[src/rtl/periph_bridge.sv]
// periph_bridge: claims CPU data-memory accesses that fall in the peripheral
// address window, holds them on the peripheral bus until the target reports
// ready, and returns read data with a one-cycle acknowledge. A watchdog
// aborts accesses that never complete and flags a bus error.
module periph_bridge #(
    parameter logic [3:0]  PERIPH_REGION = 4'hF,
    parameter int unsigned TIMEOUT       = 32
) (
    input  logic        i_clk,
    input  logic        i_rst_n,
    input  logic        i_cpu_req,
    input  logic        i_cpu_we,
    input  logic [15:0] i_cpu_addr,
    input  logic [15:0] i_cpu_wdata,
    output logic [15:0] o_cpu_rdata,
    output logic        o_cpu_ack,
    output logic        o_cpu_err,
    output logic        o_cpu_busy,
    output logic [15:0] o_addr,
    output logic        o_sel,
    output logic        o_we,
    output logic        o_re,
    output logic [15:0] o_wdata,
    input  logic [15:0] i_rdata,
    input  logic        i_rdy
);

    typedef enum logic {
        IDLE   = 1'b0,
        ACCESS = 1'b1
    } state_t;

    // Counter value on which an access without ready is abandoned; checking
    // against TIMEOUT-1 places the abort exactly TIMEOUT cycles after o_sel rises.
    localparam logic [7:0] TIMEOUT_LAST = 8'(TIMEOUT - 1);

    state_t      state_q, state_d;
    logic [7:0]  cnt_q, cnt_d;
    logic [15:0] addr_d, wdata_d, rdata_d;
    logic        sel_d, we_d, re_d, busy_d, ack_d, err_d;
    logic        in_window;

    assign in_window = (i_cpu_addr[15:12] == PERIPH_REGION);

    // Next-state and next-output logic; every bus/CPU output is registered.
    always_comb begin
        state_d = state_q;
        cnt_d   = cnt_q;
        addr_d  = o_addr;
        wdata_d = o_wdata;
        rdata_d = o_cpu_rdata;
        sel_d   = o_sel;
        we_d    = o_we;
        re_d    = o_re;
        busy_d  = o_cpu_busy;
        ack_d   = 1'b0;
        err_d   = 1'b0;

        case (state_q)
            IDLE: begin
                sel_d  = 1'b0;
                we_d   = 1'b0;
                re_d   = 1'b0;
                busy_d = 1'b0;
                if (i_cpu_req && in_window) begin
                    addr_d  = i_cpu_addr;
                    wdata_d = i_cpu_wdata;
                    we_d    = i_cpu_we;
                    re_d    = !i_cpu_we;
                    sel_d   = 1'b1;
                    busy_d  = 1'b1;
                    cnt_d   = 8'd0;
                    state_d = ACCESS;
                end
            end
            ACCESS: begin
                if (i_rdy) begin
                    rdata_d = o_we ? 16'h0000 : i_rdata;
                    ack_d   = 1'b1;
                    sel_d   = 1'b0;
                    we_d    = 1'b0;
                    re_d    = 1'b0;
                    busy_d  = 1'b0;
                    state_d = IDLE;
                end else if (cnt_q == TIMEOUT_LAST) begin
                    rdata_d = 16'h0000;
                    ack_d   = 1'b1;
                    err_d   = 1'b1;
                    sel_d   = 1'b0;
                    we_d    = 1'b0;
                    re_d    = 1'b0;
                    busy_d  = 1'b0;
                    state_d = IDLE;
                end else if (cnt_q != 8'hFF) begin
                    cnt_d = cnt_q + 8'd1;
                end
            end
            default: begin
                state_d = IDLE;
            end
        endcase
    end

    // State register and wait counter.
    always_ff @(posedge i_clk or negedge i_rst_n) begin
        if (!i_rst_n) begin
            state_q <= IDLE;
            cnt_q   <= 8'd0;
        end else begin
            state_q <= state_d;
            cnt_q   <= cnt_d;
        end
    end

    // Registered bus and CPU outputs; reset clears them all at once.
    always_ff @(posedge i_clk or negedge i_rst_n) begin
        if (!i_rst_n) begin
            o_addr      <= 16'h0000;
            o_wdata     <= 16'h0000;
            o_cpu_rdata <= 16'h0000;
            o_sel       <= 1'b0;
            o_we        <= 1'b0;
            o_re        <= 1'b0;
            o_cpu_busy  <= 1'b0;
            o_cpu_ack   <= 1'b0;
            o_cpu_err   <= 1'b0;
        end else begin
            o_addr      <= addr_d;
            o_wdata     <= wdata_d;
            o_cpu_rdata <= rdata_d;
            o_sel       <= sel_d;
            o_we        <= we_d;
            o_re        <= re_d;
            o_cpu_busy  <= busy_d;
            o_cpu_ack   <= ack_d;
            o_cpu_err   <= err_d;
        end
    end

endmodule
[config.mk]
export PLATFORM = sky130hd
export DESIGN_NAME = periph_bridge
export DESIGN_NICKNAME = d
export VERILOG_FILES = /design/src/rtl/periph_bridge.sv
export SDC_FILE = /design/constraint.sdc
export NUM_CORES = 1
export LEC_CHECK = 0
export BUFFER_PORTS_ARGS = -buffer_cell sky130_fd_sc_hd__buf_2
export CAP_MARGIN = 0
export CORE_ASPECT_RATIO = 0.9
export CORE_MARGIN = 5
export CORE_UTILIZATION = 43
export CTS_CLUSTER_DIAMETER = 40
export DETAILED_ROUTE_END_ITERATION = 8
export PLACE_DENSITY = 0.78
export SYNTH_ARGS = -nofsm -noshare
export SYNTH_HDL_FRONTEND = slang
export SYNTH_SLANG_ARGS = --single-unit
[constraint.sdc]
create_clock -name i_clk -period 1.85 [get_ports i_clk]
set_clock_uncertainty 0.05 [all_clocks]
set_input_delay 0 -clock i_clk [delete_from_list [all_inputs] [get_ports i_clk]]
set_output_delay 0 -clock i_clk [all_outputs]
set_load 0.1 [all_outputs]
==> results.json <==
{
  "synth-seq-area-share": 0.604,
  "yosys.area.top_type": "dfrtp_1",
  "synthCells": 216,
  "ys_warn_count": 0,
  "num_rows": 26,
  "total_power_mw": 5.26,
  "syn_nets": 270,
  "worst_path_max_delay_cell": "dfrtp_1",
  "power_density_mw_per_mm2": 1340,
  "core_mm2": 0.00576,
  "clockBufferDepth": 2,
  "die-area_mm2": 0.00762,
  "finalCriticalPeriod_ns": 1.77,
  "instances_no_fill": 461,
  "cp_data_arrival_time_ns": 1.93,
  "grt_max_degree": 30,
  "slew_headroom": 0.668,
  "synth_commonest_cells": "62 x dfrtp_1, 45 x nand2_1, 29 x mux2_1, 20 x nand3_1, 5 x nand2b_1",
  "maxSlewViolCount": 0,
  "r2r-start": "cnt_q[1]$_DFFE_PN0P_",
  "fp.dieH_um": 83.3,
  "routed_wirelength_um": 6860,
  "place_congestion": 0.859,
  "ys_ff_latch": 62,
  "drive_above_1_share": 0.367,
  "syn_to_final_growth_pct": 52.5,
  "crit_path_start": "cnt_q[1]$_DFFE_PN0P_",
  "wl_per_cell_um": 14.9,
  "path_class": "reg -> reg",
  "start_util": 0.446,
  "critPathMaxStageDelay_ns": 0.38,
  "vdd_ir_drop_max_uv": 799,
  "overflow": 0,
  "portBuffers": 106,
  "synth_most_common_cell": "dfrtp_1",
  "synth-main-ff-cell": "dfrtp_1",
  "grt_pass1_wl_um": 11200,
  "cts_tree": "done",
  "synth_cell_types": 37,
  "ant_nets": 0,
  "pin_count": 107,
  "drt_iter0_drc": 70,
  "synth_area_leaders": "dfrtp_1 60%, mux2_1 13%, nand2_1 6.6%",
  "rr_endpoint": "cnt_q[6]$_DFFE_PN0P_",
  "worst_pin_slew_ns": 0.502,
  "min_path_type": "in -> async",
  "critical_path.max_fanout": 4,
  "rsz0062_at_grt": "no",
  "post-route-drc-count": 0,
  "clock-sinks": 62,
  "dp.cells": 398,
  "vias": 2229,
  "cts-htree-levels": 3,
  "postCtsSetupRepairBufs": 0,
  "synth.cell_area_mm2": 0.00257,
  "drt-vias-per-instance": 4.84,
  "clk_latency_ns": 0.33,
  "reg2reg_depth": 5,
  "maxCapViolCount": 0,
  "fin_nets": 440,
  "syn_avg_cell_area_um2": 11.9,
  "path_cells": "ha_2 -> and4_1 -> a41o_1 -> a21o_1 -> a211o_1",
  "synth_top_area_share": 0.604,
  "synth_enable_flop_cells": 0,
  "post-dp-hpwl_um": 4480,
  "track_usage": 0.186,
  "root_buffer": "clkbuf_8",
  "die_x_um": 91.5,
  "worstPathRequired_ns": 2.02,
  "ff2ff_setup_slack_ns": 0.08,
  "antenna_found_initial": 1,
  "grt_pass1_vias": 2342,
  "fin_crit_sh": 0.954,
  "end_kind": "flip-flop",
  "dr.pass1.iters": 5,
  "cts_made_buffers": 9,
  "fmax_mhz": 566,
  "async_flop_share": 1.00,
  "cts.reportedPaths.clkPinSlew_ns": 0.06,
  "finalSetupViolCount": 0,
  "status": "completed",
  "leakagePower_nw": 2.07,
  "hold_viol": 0,
  "worstSetupStartpointType": "flip-flop"
}
sequential cells by signal, indices dropped and copies added (netlist names):
name         count
o_addr          16
o_cpu_rdata     16
o_wdata         16
cnt_q            8
o_cpu_ack        1
o_cpu_err        1
o_re             1
o_sel            1
o_we             1
state_q          1
logic make-up after synthesis:
group | Yosys count | share of synthesized area
muxes | 30 | 0.131
buffers and inverters | 18 | 0.0385
AOI/OAI and AO/OA | 17 | 0.0550
and+or+nand+nor | 88 | 0.167
DFF | 62 | 0.604
adders and majority gates | 1 | 0.00487
worst max-delay path: cells and delay by family, from the launching register on:
family                   cells  cell delay [ns]
flip-flops                   1             0.38
adder cells (fa/ha/maj)      1             0.19
AO/OA/AOI/OAI                3             0.80
AND/OR/NAND/NOR              1             0.24
layout by cell type (no fill, tap or decap), types with 2 or more instances in the layout:
cell           Yosys  layout
nor3_1             2       2
nand2b_1           5       5
dlygate4sd3_1      0      47
clkbuf_8           0      11
inv_1              4       4
mux2_1            29      29
nand2_1           45      45
buf_2              4     106
and3_1             3       3
a21oi_1            2       2
clkbuf_1           4       3
nor2_1             4       4
a22o_1             2       2
buf_4              3      18
dfrtp_1           62      62
nand3_1           20      20
a211o_1            3       3
nor2b_1            2       2
metrics by stage:
step | area [um2] | util | TNS (ns) | worst slack (ns) | hold slack (ns)
final | 3920 | 0.681 | 0 | 0.0845 | 0.0852
after global routing | 3920 | 0.681 | 0 | 0.0122 | 0.104
after CTS | 3910 | 0.679 | 0 | 0.0162 | 0.0797
after detailed placement | 3270 | 0.568 | 0 | 0.0250 | -0.0988
after global placement | 3270 | 0.568 | 0 | 0.0690 | -0.105
after floorplan | 2580 | - | -0.0103 | -0.00275 | -0.346
worst max-delay path by stage:
stage / end / depth (start not counted)
2_1_floorplan: cnt_q[2]$_DFFE_PN0P_ / 7
3_3_place_gp: cnt_q[6]$_DFFE_PN0P_ / 5
3_5_place_dp: cnt_q[6]$_DFFE_PN0P_ / 5
4_1_cts: cnt_q[6]$_DFFE_PN0P_ / 5
5_1_grt: cnt_q[2]$_DFFE_PN0P_ / 5
6_report: cnt_q[6]$_DFFE_PN0P_ / 5
report_power, final:
part           leakage, nW  total (mW)  switching, mW  internal (mW)
clock               0.0865        1.02          0.465          0.551
sequential           0.787        1.74          0.129           1.61
combinational         1.20        2.51           2.07          0.439
area by class of cell:
cell class              count  area (um2)
clock inverters             1        5.00
repair buffers            172        1160
well taps                  70        87.6
clock buffers              14         163
diodes                      1        2.50
flip-flops and latches     62        1550
multi-input cells         136         936
fillers                   435        1840
inverters                   5        18.8
timing repair:
| item | 4_1_cts | 5_1_grt |
|---|---|---|
| hold buffers | 47 | 0 |
| setup endpoints to repair | 0 | 3 |
| gates resized for setup | 0 | 1 |
| hold endpoints to repair | 80 | 0 |
layer usage:
| metal | track usage | share of wire | up-vias |
|---|---|---|---|
| met4 | 0.0644 | 0.017 | 0 |
| met3 | 0.0615 | 0.059 | 14 |
| met1 | 0.212 | 0.40 | 1047 |
| met5 | 0 | 0 | - |
| met2 | 0.325 | 0.52 | 82 |
| li1 | - | - | 1086 |
(Power assumes the default switching activity.)
